[config.mk]
export PLATFORM = sky130hd
export DESIGN_NAME = axi_lite_reg_slave_flat
export DESIGN_NICKNAME = d
export VERILOG_FILES = /design/src/rtl/axi_lite_pkg.sv /design/src/rtl/axi_lite_reg_slave_if.sv /design/src/rtl/axi_lite_reg_array.sv /design/src/rtl/axi_lite_reg_slave.sv /design/src/flat_wrapper.sv
export SDC_FILE = /design/constraint.sdc
export NUM_CORES = 1
export LEC_CHECK = 0
export BUFFER_PORTS_ARGS = -buffer_cell sky130_fd_sc_hd__buf_2
export CELL_PAD_IN_SITES_DETAIL_PLACEMENT = 0
export CELL_PAD_IN_SITES_GLOBAL_PLACEMENT = 2
export CORE_MARGIN = 1.5
export CORE_UTILIZATION = 45
export CTS_CLUSTER_DIAMETER = 50
export DETAILED_ROUTE_END_ITERATION = 8
export PLACE_DENSITY_LB_ADDON = 0.1
export SLEW_MARGIN = 20
export SYNTH_ARGS = -nofsm -noshare
export SYNTH_HDL_FRONTEND = slang
export SYNTH_SLANG_ARGS = --single-unit
[constraint.sdc]
create_clock -name s0_axi_aclk -period 7.5 [get_ports s0_axi_aclk]
set_input_delay 0.375 -clock s0_axi_aclk [delete_from_list [all_inputs] [get_ports s0_axi_aclk]]
set_output_delay 0.375 -clock s0_axi_aclk [all_outputs]
set_load 0.005 [all_outputs]
[src/rtl/axi_lite_pkg.sv]
// Shared AXI4-Lite response codes and FSM state encodings.
// Imported by the register slave and by the bus block.
package axi_lite_pkg;

    localparam logic RESP_OKAY   = 1'b0;
    localparam logic RESP_SLVERR = 1'b1;

    typedef enum logic {
        W_IDLE = 1'b0,
        W_RESP = 1'b1
    } wr_state_e;

    typedef enum logic {
        R_IDLE = 1'b0,
        R_DATA = 1'b1
    } rd_state_e;

endpackage

[src/rtl/axi_lite_reg_slave_if.sv]
// AXI4-Lite channel bundle between a master and the register slave.
// Ports: AW/W/B write channels and AR/R read channels; clock/reset stay outside.
interface axi_lite_reg_slave_if #(
    parameter int DATA_WIDTH = 32,
    parameter int ADDR_WIDTH = 8
) ();

    logic [ADDR_WIDTH-1:0]   awaddr;
    logic                    awvalid;
    logic                    awready;
    logic [DATA_WIDTH-1:0]   wdata;
    logic [DATA_WIDTH/8-1:0] wstrb;
    logic                    wvalid;
    logic                    wready;
    logic                    bresp;
    logic                    bvalid;
    logic                    bready;
    logic [ADDR_WIDTH-1:0]   araddr;
    logic                    arvalid;
    logic                    arready;
    logic [DATA_WIDTH-1:0]   rdata;
    logic                    rresp;
    logic                    rvalid;
    logic                    rready;

    modport slave (
        input  awaddr, awvalid, wdata, wstrb, wvalid, bready,
        input  araddr, arvalid, rready,
        output awready, wready, bresp, bvalid,
        output arready, rdata, rresp, rvalid
    );

    modport master (
        output awaddr, awvalid, wdata, wstrb, wvalid, bready,
        output araddr, arvalid, rready,
        input  awready, wready, bresp, bvalid,
        input  arready, rdata, rresp, rvalid
    );

endinterface

[src/rtl/axi_lite_reg_array.sv]
// NUM_REGS x DATA_WIDTH register storage, reset to zero.
// Ports: strobed write (we_i/widx_i/wdata_i/wstrb_i), combinational read (ridx_i/rdata_o).
module axi_lite_reg_array #(
    parameter int DATA_WIDTH = 32,
    parameter int NUM_REGS   = 8,
    parameter int IDX_W      = 6
) (
    input  logic                    clk_i,
    input  logic                    rst_ni,
    input  logic                    we_i,
    input  logic [IDX_W-1:0]        widx_i,
    input  logic [DATA_WIDTH-1:0]   wdata_i,
    input  logic [DATA_WIDTH/8-1:0] wstrb_i,
    input  logic [IDX_W-1:0]        ridx_i,
    output logic [DATA_WIDTH-1:0]   rdata_o
);

    localparam int STRB_W = DATA_WIDTH / 8;

    logic [DATA_WIDTH-1:0] regs_q [NUM_REGS];

    always_ff @(posedge clk_i or negedge rst_ni) begin
        if (!rst_ni) begin
            for (int i = 0; i < NUM_REGS; i++) begin
                regs_q[i] <= '0;
            end
        end else if (we_i) begin
            for (int i = 0; i < NUM_REGS; i++) begin
                if (widx_i == i[IDX_W-1:0]) begin
                    for (int b = 0; b < STRB_W; b++) begin
                        if (wstrb_i[b]) begin
                            regs_q[i][8*b +: 8] <= wdata_i[8*b +: 8];
                        end
                    end
                end
            end
        end
    end

    // Out-of-range indices read as zero.
    always_comb begin
        rdata_o = '0;
        for (int i = 0; i < NUM_REGS; i++) begin
            if (ridx_i == i[IDX_W-1:0]) begin
                rdata_o = regs_q[i];
            end
        end
    end

endmodule

[src/rtl/axi_lite_reg_slave.sv]
// AXI4-Lite register bank slave with independent write and read FSMs.
// Ports: s0_axi_aclk, s0_axi_aresetn (async active-low), s0_axi slave modport.
module axi_lite_reg_slave
    import axi_lite_pkg::*;
#(
    parameter int DATA_WIDTH = 32,
    parameter int ADDR_WIDTH = 8,
    parameter int NUM_REGS   = 8
) (
    input  logic                 s0_axi_aclk,
    input  logic                 s0_axi_aresetn,
    axi_lite_reg_slave_if.slave  s0_axi
);

    localparam int IDX_W  = ADDR_WIDTH - 2;
    localparam int STRB_W = DATA_WIDTH / 8;

    function automatic logic addr_err(input logic [ADDR_WIDTH-1:0] a);
        logic hit;
        hit = 1'b0;
        for (int i = 0; i < NUM_REGS; i++) begin
            if (a[ADDR_WIDTH-1:2] == i[IDX_W-1:0]) begin
                hit = 1'b1;
            end
        end
        return (a[1:0] != 2'b00) || !hit;
    endfunction

    // Write channel state
    wr_state_e             wstate_q, wstate_d;
    logic                  aw_held_q, aw_held_d;
    logic                  w_held_q, w_held_d;
    logic [ADDR_WIDTH-1:0] awaddr_q, awaddr_d;
    logic [DATA_WIDTH-1:0] wdata_q, wdata_d;
    logic [STRB_W-1:0]     wstrb_q, wstrb_d;
    logic                  bresp_q, bresp_d;

    // Read channel state
    rd_state_e             rstate_q, rstate_d;
    logic [DATA_WIDTH-1:0] rdata_q, rdata_d;
    logic                  rresp_q, rresp_d;

    logic                  awready, wready, bvalid;
    logic                  arready, rvalid;
    logic                  aw_hs, w_hs, ar_hs;
    logic                  aw_now, w_now;
    logic [ADDR_WIDTH-1:0] cur_awaddr;
    logic [DATA_WIDTH-1:0] cur_wdata;
    logic [STRB_W-1:0]     cur_wstrb;
    logic                  werr, rerr, commit, we;
    logic [DATA_WIDTH-1:0] arr_rdata;

    // A channel counts as present if captured earlier or handshaking now,
    // so AW and W can meet on the same edge or in either order.
    assign aw_hs      = s0_axi.awvalid && awready;
    assign w_hs       = s0_axi.wvalid && wready;
    assign ar_hs      = s0_axi.arvalid && arready;
    assign aw_now     = aw_held_q || aw_hs;
    assign w_now      = w_held_q || w_hs;
    assign cur_awaddr = aw_held_q ? awaddr_q : s0_axi.awaddr;
    assign cur_wdata  = w_held_q ? wdata_q : s0_axi.wdata;
    assign cur_wstrb  = w_held_q ? wstrb_q : s0_axi.wstrb;
    assign werr       = addr_err(cur_awaddr);
    assign rerr       = addr_err(s0_axi.araddr);
    assign commit     = (wstate_q == W_IDLE) && aw_now && w_now;
    assign we         = commit && !werr;

    axi_lite_reg_array #(
        .DATA_WIDTH (DATA_WIDTH),
        .NUM_REGS   (NUM_REGS),
        .IDX_W      (IDX_W)
    ) u_regs (
        .clk_i   (s0_axi_aclk),
        .rst_ni  (s0_axi_aresetn),
        .we_i    (we),
        .widx_i  (cur_awaddr[ADDR_WIDTH-1:2]),
        .wdata_i (cur_wdata),
        .wstrb_i (cur_wstrb),
        .ridx_i  (s0_axi.araddr[ADDR_WIDTH-1:2]),
        .rdata_o (arr_rdata)
    );

    always_ff @(posedge s0_axi_aclk or negedge s0_axi_aresetn) begin
        if (!s0_axi_aresetn) begin
            wstate_q  <= W_IDLE;
            aw_held_q <= 1'b0;
            w_held_q  <= 1'b0;
            awaddr_q  <= '0;
            wdata_q   <= '0;
            wstrb_q   <= '0;
            bresp_q   <= RESP_OKAY;
            rstate_q  <= R_IDLE;
            rdata_q   <= '0;
            rresp_q   <= RESP_OKAY;
        end else begin
            wstate_q  <= wstate_d;
            aw_held_q <= aw_held_d;
            w_held_q  <= w_held_d;
            awaddr_q  <= awaddr_d;
            wdata_q   <= wdata_d;
            wstrb_q   <= wstrb_d;
            bresp_q   <= bresp_d;
            rstate_q  <= rstate_d;
            rdata_q   <= rdata_d;
            rresp_q   <= rresp_d;
        end
    end

    always_comb begin
        wstate_d  = wstate_q;
        aw_held_d = aw_held_q;
        w_held_d  = w_held_q;
        awaddr_d  = awaddr_q;
        wdata_d   = wdata_q;
        wstrb_d   = wstrb_q;
        bresp_d   = bresp_q;
        unique case (wstate_q)
            W_IDLE: begin
                if (aw_hs) begin
                    aw_held_d = 1'b1;
                    awaddr_d  = s0_axi.awaddr;
                end
                if (w_hs) begin
                    w_held_d = 1'b1;
                    wdata_d  = s0_axi.wdata;
                    wstrb_d  = s0_axi.wstrb;
                end
                if (commit) begin
                    wstate_d  = W_RESP;
                    aw_held_d = 1'b0;
                    w_held_d  = 1'b0;
                    bresp_d   = werr ? RESP_SLVERR : RESP_OKAY;
                end
            end
            W_RESP: begin
                if (s0_axi.bready) begin
                    wstate_d = W_IDLE;
                end
            end
        endcase
    end

    // Read data is sampled from the array before this edge's write lands,
    // so a colliding read returns the old value.
    always_comb begin
        rstate_d = rstate_q;
        rdata_d  = rdata_q;
        rresp_d  = rresp_q;
        unique case (rstate_q)
            R_IDLE: begin
                if (ar_hs) begin
                    rstate_d = R_DATA;
                    rdata_d  = rerr ? '0 : arr_rdata;
                    rresp_d  = rerr ? RESP_SLVERR : RESP_OKAY;
                end
            end
            R_DATA: begin
                if (s0_axi.rready) begin
                    rstate_d = R_IDLE;
                end
            end
        endcase
    end

    always_comb begin
        awready = (wstate_q == W_IDLE) && !aw_held_q;
        wready  = (wstate_q == W_IDLE) && !w_held_q;
        bvalid  = (wstate_q == W_RESP);
        arready = (rstate_q == R_IDLE);
        rvalid  = (rstate_q == R_DATA);
    end

    assign s0_axi.awready = awready;
    assign s0_axi.wready  = wready;
    assign s0_axi.bvalid  = bvalid;
    assign s0_axi.bresp   = bresp_q;
    assign s0_axi.arready = arready;
    assign s0_axi.rvalid  = rvalid;
    assign s0_axi.rdata   = rdata_q;
    assign s0_axi.rresp   = rresp_q;

endmodule

[src/flat_wrapper.sv]
// flat-port wrapper written by rule: the top's interface ports become plain ports
module axi_lite_reg_slave_flat import axi_lite_pkg::*;
#(
    parameter int DATA_WIDTH = 32,
    parameter int ADDR_WIDTH = 8,
    parameter int NUM_REGS   = 8
)
  (s0_axi_aclk, s0_axi_aresetn, s0_axi_awaddr, s0_axi_awvalid, s0_axi_wdata, s0_axi_wstrb, s0_axi_wvalid, s0_axi_bready, s0_axi_araddr, s0_axi_arvalid, s0_axi_rready, s0_axi_awready, s0_axi_wready, s0_axi_bresp, s0_axi_bvalid, s0_axi_arready, s0_axi_rdata, s0_axi_rresp, s0_axi_rvalid);
  axi_lite_reg_slave_if #(.DATA_WIDTH(DATA_WIDTH), .ADDR_WIDTH(ADDR_WIDTH)) s0_axi_i ();
  input  logic s0_axi_aclk;
  input  logic s0_axi_aresetn;
  input wire logic [$bits(s0_axi_i.awaddr)-1:0] s0_axi_awaddr;
  input wire logic [$bits(s0_axi_i.awvalid)-1:0] s0_axi_awvalid;
  input wire logic [$bits(s0_axi_i.wdata)-1:0] s0_axi_wdata;
  input wire logic [$bits(s0_axi_i.wstrb)-1:0] s0_axi_wstrb;
  input wire logic [$bits(s0_axi_i.wvalid)-1:0] s0_axi_wvalid;
  input wire logic [$bits(s0_axi_i.bready)-1:0] s0_axi_bready;
  input wire logic [$bits(s0_axi_i.araddr)-1:0] s0_axi_araddr;
  input wire logic [$bits(s0_axi_i.arvalid)-1:0] s0_axi_arvalid;
  input wire logic [$bits(s0_axi_i.rready)-1:0] s0_axi_rready;
  output wire logic [$bits(s0_axi_i.awready)-1:0] s0_axi_awready;
  output wire logic [$bits(s0_axi_i.wready)-1:0] s0_axi_wready;
  output wire logic [$bits(s0_axi_i.bresp)-1:0] s0_axi_bresp;
  output wire logic [$bits(s0_axi_i.bvalid)-1:0] s0_axi_bvalid;
  output wire logic [$bits(s0_axi_i.arready)-1:0] s0_axi_arready;
  output wire logic [$bits(s0_axi_i.rdata)-1:0] s0_axi_rdata;
  output wire logic [$bits(s0_axi_i.rresp)-1:0] s0_axi_rresp;
  output wire logic [$bits(s0_axi_i.rvalid)-1:0] s0_axi_rvalid;
  assign s0_axi_i.awaddr = s0_axi_awaddr;
  assign s0_axi_i.awvalid = s0_axi_awvalid;
  assign s0_axi_i.wdata = s0_axi_wdata;
  assign s0_axi_i.wstrb = s0_axi_wstrb;
  assign s0_axi_i.wvalid = s0_axi_wvalid;
  assign s0_axi_i.bready = s0_axi_bready;
  assign s0_axi_i.araddr = s0_axi_araddr;
  assign s0_axi_i.arvalid = s0_axi_arvalid;
  assign s0_axi_i.rready = s0_axi_rready;
  assign s0_axi_awready = s0_axi_i.awready;
  assign s0_axi_wready = s0_axi_i.wready;
  assign s0_axi_bresp = s0_axi_i.bresp;
  assign s0_axi_bvalid = s0_axi_i.bvalid;
  assign s0_axi_arready = s0_axi_i.arready;
  assign s0_axi_rdata = s0_axi_i.rdata;
  assign s0_axi_rresp = s0_axi_i.rresp;
  assign s0_axi_rvalid = s0_axi_i.rvalid;
  axi_lite_reg_slave #(.DATA_WIDTH(DATA_WIDTH), .ADDR_WIDTH(ADDR_WIDTH), .NUM_REGS(NUM_REGS)) u_core (.s0_axi_aclk(s0_axi_aclk), .s0_axi_aresetn(s0_axi_aresetn), .s0_axi(s0_axi_i));
endmodule
==> Yosys cells after proc, flatten, opt, wreduce, memory -nomap -nowiden <==
Index checks and enable logic that the tools add are counted.
{ "classes": {"addsub": 0, "mul": 0, "n_div": 0, "order_cmp": 0, "n_eq_ne": 14, "shifts": 0, "n_mux": 40, "n_bitwise": 2, "n_reduce_logical": 61} }
{ "ops": {"columns": ["cell", "count"], "rows": [
  ["$mux W32", 10],
  ["$reduce_and A3 Y1", 32],
  ["$eq A6 B3 Y1 const B", 8],
  ["$mux W1", 26],
  ["$eq A6 B2 Y1 const B", 4],
  ["$eq A6 B1 Y1 const B", 2],
  ["$logic_not A6 Y1", 2],
  ["$reduce_and A2 Y1", 6],
  ["$logic_and A1 B1 Y1", 8],
  ["$mux W8", 1],
  ["$reduce_bool A2 Y1", 4],
  ["$logic_not A1 Y1", 5],
  ["$logic_or A1 B1 Y1", 4],
  ["$mux W4", 1],
  ["$pmux W1 S2", 2],
  ["$not A1 Y1", 2]
]} }
{ "totals": {"register_bits": 338, "latch_bits": 0, "mem_bits_rw": 0, "rom_bits": 0, "in_bits": 59, "out_inout_bits": 39, "word_cells": 159, "memories": 0} }

==> Depth between registers and ports, before layout <==
Gate-level depths: netlist of run 1.
{ "logic_depth": {"word_depth": 15, "depth_mapped": 7, "ltp_nobuf": 4} }

==> By module <==
From an unflattened synthesis of run 1, not the netlist that was laid out.
{ "hier_totals": {"hier_cells": 1042, "hier_area_um2": 15346.0} }
{ "modules_own_cells": {"columns": ["mod", "n_inst", "cells_per_inst", "area_per_inst_um2", "seq_area_each_um2"], "rows": [
  ["axi_lite_reg_array", 1, 797, 11743.8, 6406.1],
  ["axi_lite_reg_slave", 1, 245, 3602.2, 2052.0]
]} }

==> Worst setup path before layout of run 1 <==
Ideal clock, no wire load.
{ "synth_timing": {"path_kind": "register to register", "from": "register u_core.aw_held_q", "to": "register u_core.u_regs.regs_q[80] in the netlist's numbering", "setup_ns": 0.125, "arrival_time_ns": 2.386, "required_time_ns": 7.375, "path_slack_ns": 4.990, "path_stages_with_launch": 8, "n_path_buf": 3, "period_less_slack_ns": 2.510, "cell_sequence": "dfrtp_1 buf_2 or3_4 a211o_1 buf_4 buf_6 nor4_4 mux2_2"} }
{ "synth_via": {"elab_chain_len": 15, "word_cells_on_any_way": 29, "cone_classes": "eq/ne (7); mux (9); reduce/logical (13)"} }
{ "synth_lines": {"columns": ["element", "line_no", "text"], "rows": [
  ["start: declaration", "axi_lite_reg_slave.sv:31", "logic aw_held_q, aw_held_d;"],
  ["start signal: assignment", "axi_lite_reg_slave.sv:97", "aw_held_q <= aw_held_d;"],
  ["$mux W8", "axi_lite_reg_slave.sv:60", "assign cur_awaddr = aw_held_q ? awaddr_q : s0_axi.awaddr;"],
  ["$logic_not A6 Y1", "axi_lite_reg_slave.sv:22", "if (a[ADDR_WIDTH-1:2] == i[IDX_W-1:0]) begin"],
  ["$mux W1 (8 in a row)", "axi_lite_reg_slave.sv:22", null],
  ["$logic_not A1 Y1", "axi_lite_reg_slave.sv:26", "return (a[1:0] != 2'b00) || !hit;"],
  ["$logic_or A1 B1 Y1", "axi_lite_reg_slave.sv:26", null],
  ["$logic_not A1 Y1", "axi_lite_reg_slave.sv:66", "assign we = commit && !werr;"],
  ["$logic_and A1 B1 Y1", "axi_lite_reg_slave.sv:66", null],
  ["$reduce_and A3 Y1 (no line) *", null, null],
  ["end signal: indexed assignment", "axi_lite_reg_array.sv:32", "regs_q[i][8*b +: 8] <= wdata_i[8*b +: 8];"],
  ["end: declaration", "axi_lite_reg_array.sv:20", "logic [DATA_WIDTH-1:0] regs_q [NUM_REGS];"]
]} }
Every way passes the cells marked *; elsewhere a longest branch is shown, timed or not.
A chain may end at the register's enable or synchronous reset.

==> Worst setup path after layout of run 1 <==
{ "layout_timing": {"from": "register u_core.aw_held_q", "to": "register u_core.u_regs.regs_q[214] in the netlist's numbering"} }
The elaborated chain is that of the path after synthesis.

==> impl_metrics.json, run 1 <==
{
  "outcome": "finished clean",
  "setup_violations": 0,
  "met1_usage": 0.3277,
  "max_stage_delay_ns": 0.71,
  "synth_edf_count": 0,
  "tightest_slew_ns": 1.065,
  "p_leak_nw": 8.692,
  "power_mw": 5.275,
  "die_area_sq_um": 35780,
  "gp_congestion": 0.7579,
  "synth_mux_area_frac": 0.2868,
  "clock_latency_ns": 0.54,
  "groute.layer.met3.usage": 0.03744,
  "avgViaCountPerCell": 5.810,
  "criticalPathCategory": "flop to flop",
  "period_minus_slack_ns": 3.235,
  "maxSlewViolCount": 0,
  "layout_commonest_cell": "mux2_2",
  "cts-root-buf": "clkbuf_16",
  "rows": 67,
  "dieWidth_um": 189.2,
  "reg2reg_depth": 4,
  "fillers": 2892,
  "clk_transition_reported_paths_ns": 0.06,
  "overflow": 0,
  "portBuffers": 97,
  "synth_largest_area_cell": "dfrtp_1",
  "area_delta_synth_final_pct": 15.08,
  "synth.net_count": 1231,
  "relSlewSlack": 0.2698,
  "yosys_warnings": 0,
  "arrival_ns": 3.65,
  "antenna_found_initial": 0,
  "initial_utilization": 0.4616,
  "die_y_um": 189.2,
  "seqCellArea_sq_um": 8459,
  "firstDrtPassIters": 5,
  "synth_seq_area_share": 0.5424,
  "finalClockSkew_ns": 0.01378,
  "synthSimpleGateAreaFrac": 0.07839,
  "cpMaxStageDelayCell": "nor4_1",
  "synthesis.instances": 1172,
  "grt_pass1_wl_um": 64460,
  "hold_viol": 0,
  "drive_above_1_share": 0.4294,
  "grt.busiest_layer": "met2",
  "cp-start-kind": "flop",
  "design.core.area_sq_um": 33780,
  "cp_cell_sequence": "nor4_1 -> a22o_1 -> nand4_1 -> mux2_2",
  "synth-compound-area-share": 0.07462,
  "cts_buffer_depth": 3,
  "drc": 0,
  "hold_path_class": "input pin to flop",
  "async_reset_ff_frac": 1.000,
  "hold_depth": 2,
  "cts_htree_levels": 2,
  "synth_top_area_frac": 0.5424,
  "synth_top_flop_cell": "dfrtp_1",
  "top_level_ports": 98,
  "final_nets": 1331,
  "rsz0062_at_grt": "no",
  "mostFrequentLayoutCells": "356 x mux2_2, 337 x dfrtp_1, 95 x buf_2",
  "final.period_utilization": 0.4314,
  "synth.area.top_cells": "dfrtp_1 54%, mux2_2 26%, mux2i_1 2.8%",
  "synth_area_sq_um": 15590,
  "ant_nets": 0,
  "power_density_nw_per_um2": 293.9,
  "vias": 10180,
  "worst-path-max-fanout": 17,
  "grt_max_degree": 140,
  "rrSetupSlack_ns": 4.26,
  "cts.sinks": 338,
  "totalWireLength_um": 41790,
  "place_ws_ns": 4.302,
  "grt_pass1_vias": 10440,
  "ys_types": 49,
  "num_antenna_cells": 0,
  "cp-end-kind": "flop",
  "multi_input_area_sq_um": 6877,
  "setup_tns_ns": 0,
  "cp.required_ns": 7.91,
  "setup_ws_ns": 4.265,
  "grt_use_met2": 0.3942,
  "synth_xor_area_frac": 0,
  "cts_tree": "built",
  "routedWlPerCell_um": 23.85,
  "syn_area_per_cell_sq_um": 13.31,
  "cap_viol_max_count": 0,
  "post_cts_buffers": 0,
  "grt_usage": 0.2397,
  "drt_iter0_drc": 617,
  "synth-seq-cells": 338,
  "peakVddDrop_mv": 0.1891,
  "dp_hpwl_um": 25960,
  "fmax_mhz": 309.1,
  "cts_buffers": 42,
  "synth_fa_ha_area_frac": 0,
  "synth_top_family_by_area": "multiplexers"
}
[Yosys cell counts (all sizes together) (4+ instances only)]
cell,n
mux2i,43
a211o,21
nand3b,8
inv,5
a21oi,15
nor2b,8
nand4,5
o221ai,16
clkbuf,49
o21ai,33
a21boi,11
a32oi,5
nor2,45
buf,14
and2,4
a2bb2oi,18
o2111ai,5
dfrtp,338
nor3,41
o211ai,13
mux2,359
o22ai,15
nand2,32
nand3,18
nor4,13
nand2b,14
[flip-flops by register name (all words and copies together) (netlist names)]
signal	flops
u_core.aw_held_q	1
u_core.awaddr_q	8
u_core.s0_axi.bresp	1
u_core.s0_axi.bvalid	1
u_core.s0_axi.rdata	32
u_core.s0_axi.rresp	1
u_core.s0_axi.rvalid	1
u_core.u_regs.regs_q	256
u_core.w_held_q	1
u_core.wdata_q	32
u_core.wstrb_q	4
[path summary, 6_finish.rpt]
kind | startpoint | end
worst max-delay path | u_core.aw_held_q$_DFFE_PN0P_ | u_core.u_regs.regs_q[214]$_DFFE_PN0P_
worst min-delay path | s0_axi_rready | u_core.s0_axi.rvalid$_DFF_PN0_
worst max register to register | u_core.aw_held_q$_DFFE_PN0P_ | u_core.u_regs.regs_q[214]$_DFFE_PN0P_
worst min register to register | u_core.u_regs.regs_q[120]$_DFFE_PN0P_ | u_core.u_regs.regs_q[120]$_DFFE_PN0P_
max in group asynchronous | s0_axi_aresetn | u_core.s0_axi.rdata[24]$_DFFE_PN0P_
min in group asynchronous | s0_axi_aresetn | u_core.wdata_q[26]$_DFFE_PN0P_
[metal layers]
metal / part of all wire / up-vias
li1: - / 4571
met1: 0.46 / 5320
met2: 0.48 / 214
met3: 0.042 / 74
met4: 0.027 / 0
met5: 0 / -
[cell type report]
type / count / share of cell area
Sequential cell: 338 / 0.4714
Multi-Input combinational cell: 765 / 0.3832
Clock buffer: 67 / 0.07181
Timing Repair Buffer: 119 / 0.03779
Tap cell: 448 / 0.03123
Clock inverter: 9 / 0.003347
Inverter: 6 / 0.001255
[through the flow]
stage          area, sq um  hold WS (ns)  instances    util
2_1_floorplan        15590       0.07941       1172       -
3_3_place_gp         16590        0.4721       1675  0.4910
3_5_place_dp         16590        0.4773       1675  0.4910
4_1_cts              17950      0.003043       1752  0.5312
5_1_grt              17950       0.01206       1752  0.5312
6_report             17950       0.02975       1752  0.5312
[kinds of logic after synthesis]
kind of cell / count (synthesis)
AOI/OAI and AO/OA: 162
buffers and inverters: 69
DFF: 338
and+or+nand+nor: 201
muxes: 402
[worst max-delay path: cells and delay by family, from the launching register on]
kind             cells  cell delay [ns]
flip-flops           1             0.55
AO/OA/AOI/OAI        1             0.62
AND/OR/NAND/NOR      2             1.41
multiplexers         1             0.51
[repair_timing]
action / in CTS / in global routing
hold buffers: 1 / 0
gates resized for setup: 0 / 0
hold endpoints to repair: 84 / 0
setup endpoints to repair: 0 / 0
[where the power goes]
part	leakage (nW)	total [mW]	switching, mW	internal, mW
sequential	4.59	2.28	0.172	2.11
combinational	3.45	1.05	0.589	0.458
clock	0.653	1.95	0.773	1.18
Power figures use the tool's default switching activity.
==> run 2, diff against run 1 <==
Settings changed: CORE_UTILIZATION 45 to 43.
Clock period 7.5 ns to 3.1 ns, I/O delays scaled along.
==> impl_metrics.json, run 2 (synthesis results as in run 1) <==
{
  "cap_viol_max_count": 0,
  "arrival_ns": 3.32,
  "totalWireLength_um": 42250,
  "dp.cells": 1718,
  "drt_iter0_drc": 486,
  "outcome": "finished, violations left",
  "maxSlewViolCount": 0,
  "utilization": 0.5288,
  "design_area_sq_um": 18850,
  "hold_path_class": "input pin to flop",
  "grt_pass1_vias": 10960,
  "firstDrtPassIters": 7,
  "fillers": 3102,
  "final.period_utilization": 0.9365,
  "drc": 8,
  "power_mw": 13.31,
  "post_cts_buffers": 0,
  "setup_tns_ns": 0,
  "layout_commonest_cell": "mux2_2",
  "top_register": "u_core.u_regs.regs_q",
  "power_density_nw_per_um2": 705.9,
  "drive_above_1_share": 0.4289,
  "dieWidth_um": 193.4,
  "rsz0062_at_grt": "no",
  "clk_transition_reported_paths_ns": 0.06,
  "cts_buffer_depth": 3,
  "area_delta_synth_final_pct": 20.91,
  "tightest_slew_ns": 1.095,
  "cts-root-buf": "clkbuf_16",
  "cp-end-kind": "flop",
  "period_minus_slack_ns": 2.903,
  "antenna_found_initial": 1,
  "gp_congestion": 0.7419,
  "dp_hpwl_um": 26970,
  "die_y_um": 193.4,
  "vias": 10360,
  "top_level_ports": 98,
  "final_nets": 1409,
  "design.core.area_sq_um": 35660,
  "fmax_mhz": 344.5,
  "cp.required_ns": 3.51,
  "finalClockSkew_ns": 0.01027,
  "cts.sinks": 338,
  "overflow": 0,
  "clock_latency_ns": 0.54,
  "cts_buffers": 42,
  "grt_pass1_wl_um": 66110,
  "peakVddDrop_mv": 0.3745,
  "rows": 69,
  "portBuffers": 97,
  "hold_viol": 0,
  "routedWlPerCell_um": 22.98,
  "grt_usage": 0.2291,
  "grt_max_degree": 71,
  "setup_violations": 0,
  "cts_htree_levels": 2,
  "worst-path-max-fanout": 12,
  "cts_tree": "built",
  "relSlewSlack": 0.2702,
  "cp-start-kind": "flop",
  "criticalPathCategory": "flop to flop",
  "p_leak_nw": 9.118,
  "fin_cells": 1839,
  "initial_utilization": 0.4373,
  "avgViaCountPerCell": 5.635,
  "placed_area_sq_um": 16900,
  "die_area_sq_um": 37420,
  "ant_nets": 0,
  "num_antenna_cells": 0,
  "mostFrequentLayoutCells": "356 x mux2_2, 337 x dfrtp_1, 95 x buf_2",
  "largest_register_ffs": 256,
  "violations": "DRC"
}
==> run 2: path summary, 6_finish.rpt <==
check | slack, ns | startpoint | cells past startpoint | to
min in group asynchronous | 0.18 | s0_axi_aresetn | 2 | u_core.wdata_q[26]$_DFFE_PN0P_
hold / removal | 0.14 | s0_axi_awvalid | 4 | u_core.s0_axi.bvalid$_DFF_PN0_
max in group asynchronous | 1.99 | s0_axi_aresetn | 3 | u_core.wdata_q[29]$_DFFE_PN0P_
setup reg to reg | 0.20 | u_core.aw_held_q$_DFFE_PN0P_ | 5 | u_core.u_regs.regs_q[33]$_DFFE_PN0P_
setup / recovery | 0.20 | u_core.aw_held_q$_DFFE_PN0P_ | 5 | u_core.u_regs.regs_q[33]$_DFFE_PN0P_
hold reg to reg | 0.49 | u_core.u_regs.regs_q[245]$_DFFE_PN0P_ | 1 | u_core.u_regs.regs_q[245]$_DFFE_PN0P_
==> run 2: layout make-up <==
type	instances	area, sq um	share of cell area
tap	461	576.8	0.03059
inverter	6	22.52	0.001195
multi-input combinational	765	6877	0.3647
clock buffer	59	1229	0.06517
sequential	338	8459	0.4487
timing repair buffer	197	1459	0.07738
clock inverter	13	231.5	0.01228
==> run 2: per-layer routing <==
| layer | routed length (um) | track usage | vias up |
|---|---|---|---|
| met4 | 959 | 0.06416 | 0 |
| li1 | - | - | 4712 |
| met1 | 19640 | 0.3143 | 5407 |
| met2 | 20330 | 0.3807 | 183 |
| met5 | 0 | 0 | - |
| met3 | 1329 | 0.03190 | 60 |
==> run 2: timing repair <==
item	CTS	global route
endpoints found under the hold margin	110	0
endpoints found under the setup margin	0	0
hold buffers	49	0
gates resized for setup	0	0
==> run 2: critical path: stages, from the launching register on <==
cell and delay [ns]:
dfrtp_1 0.49, or3b_1 0.47, a211o_1 0.43, buf_12 0.23, nor4_4 0.73, mux2_2 0.41
==> run 2: through the flow <==
| step | setup slack (ns) | hold slack (ns) |
|---|---|---|
| finish | 0.1969 | 0.1424 |
| global route | 0.08460 | 0.1563 |
| CTS | 0.1793 | 0.1164 |
| detailed placement | 0.1978 | 0.1816 |
| global placement | 0.2377 | 0.1779 |
| floorplan | 0.5898 | -0.1406 |
==> run 2: where the power goes <==
part	switching [mW]	internal (mW)	total, mW
registers	0.390	5.10	5.49
logic	1.48	1.20	2.68
clock network	1.89	3.26	5.14
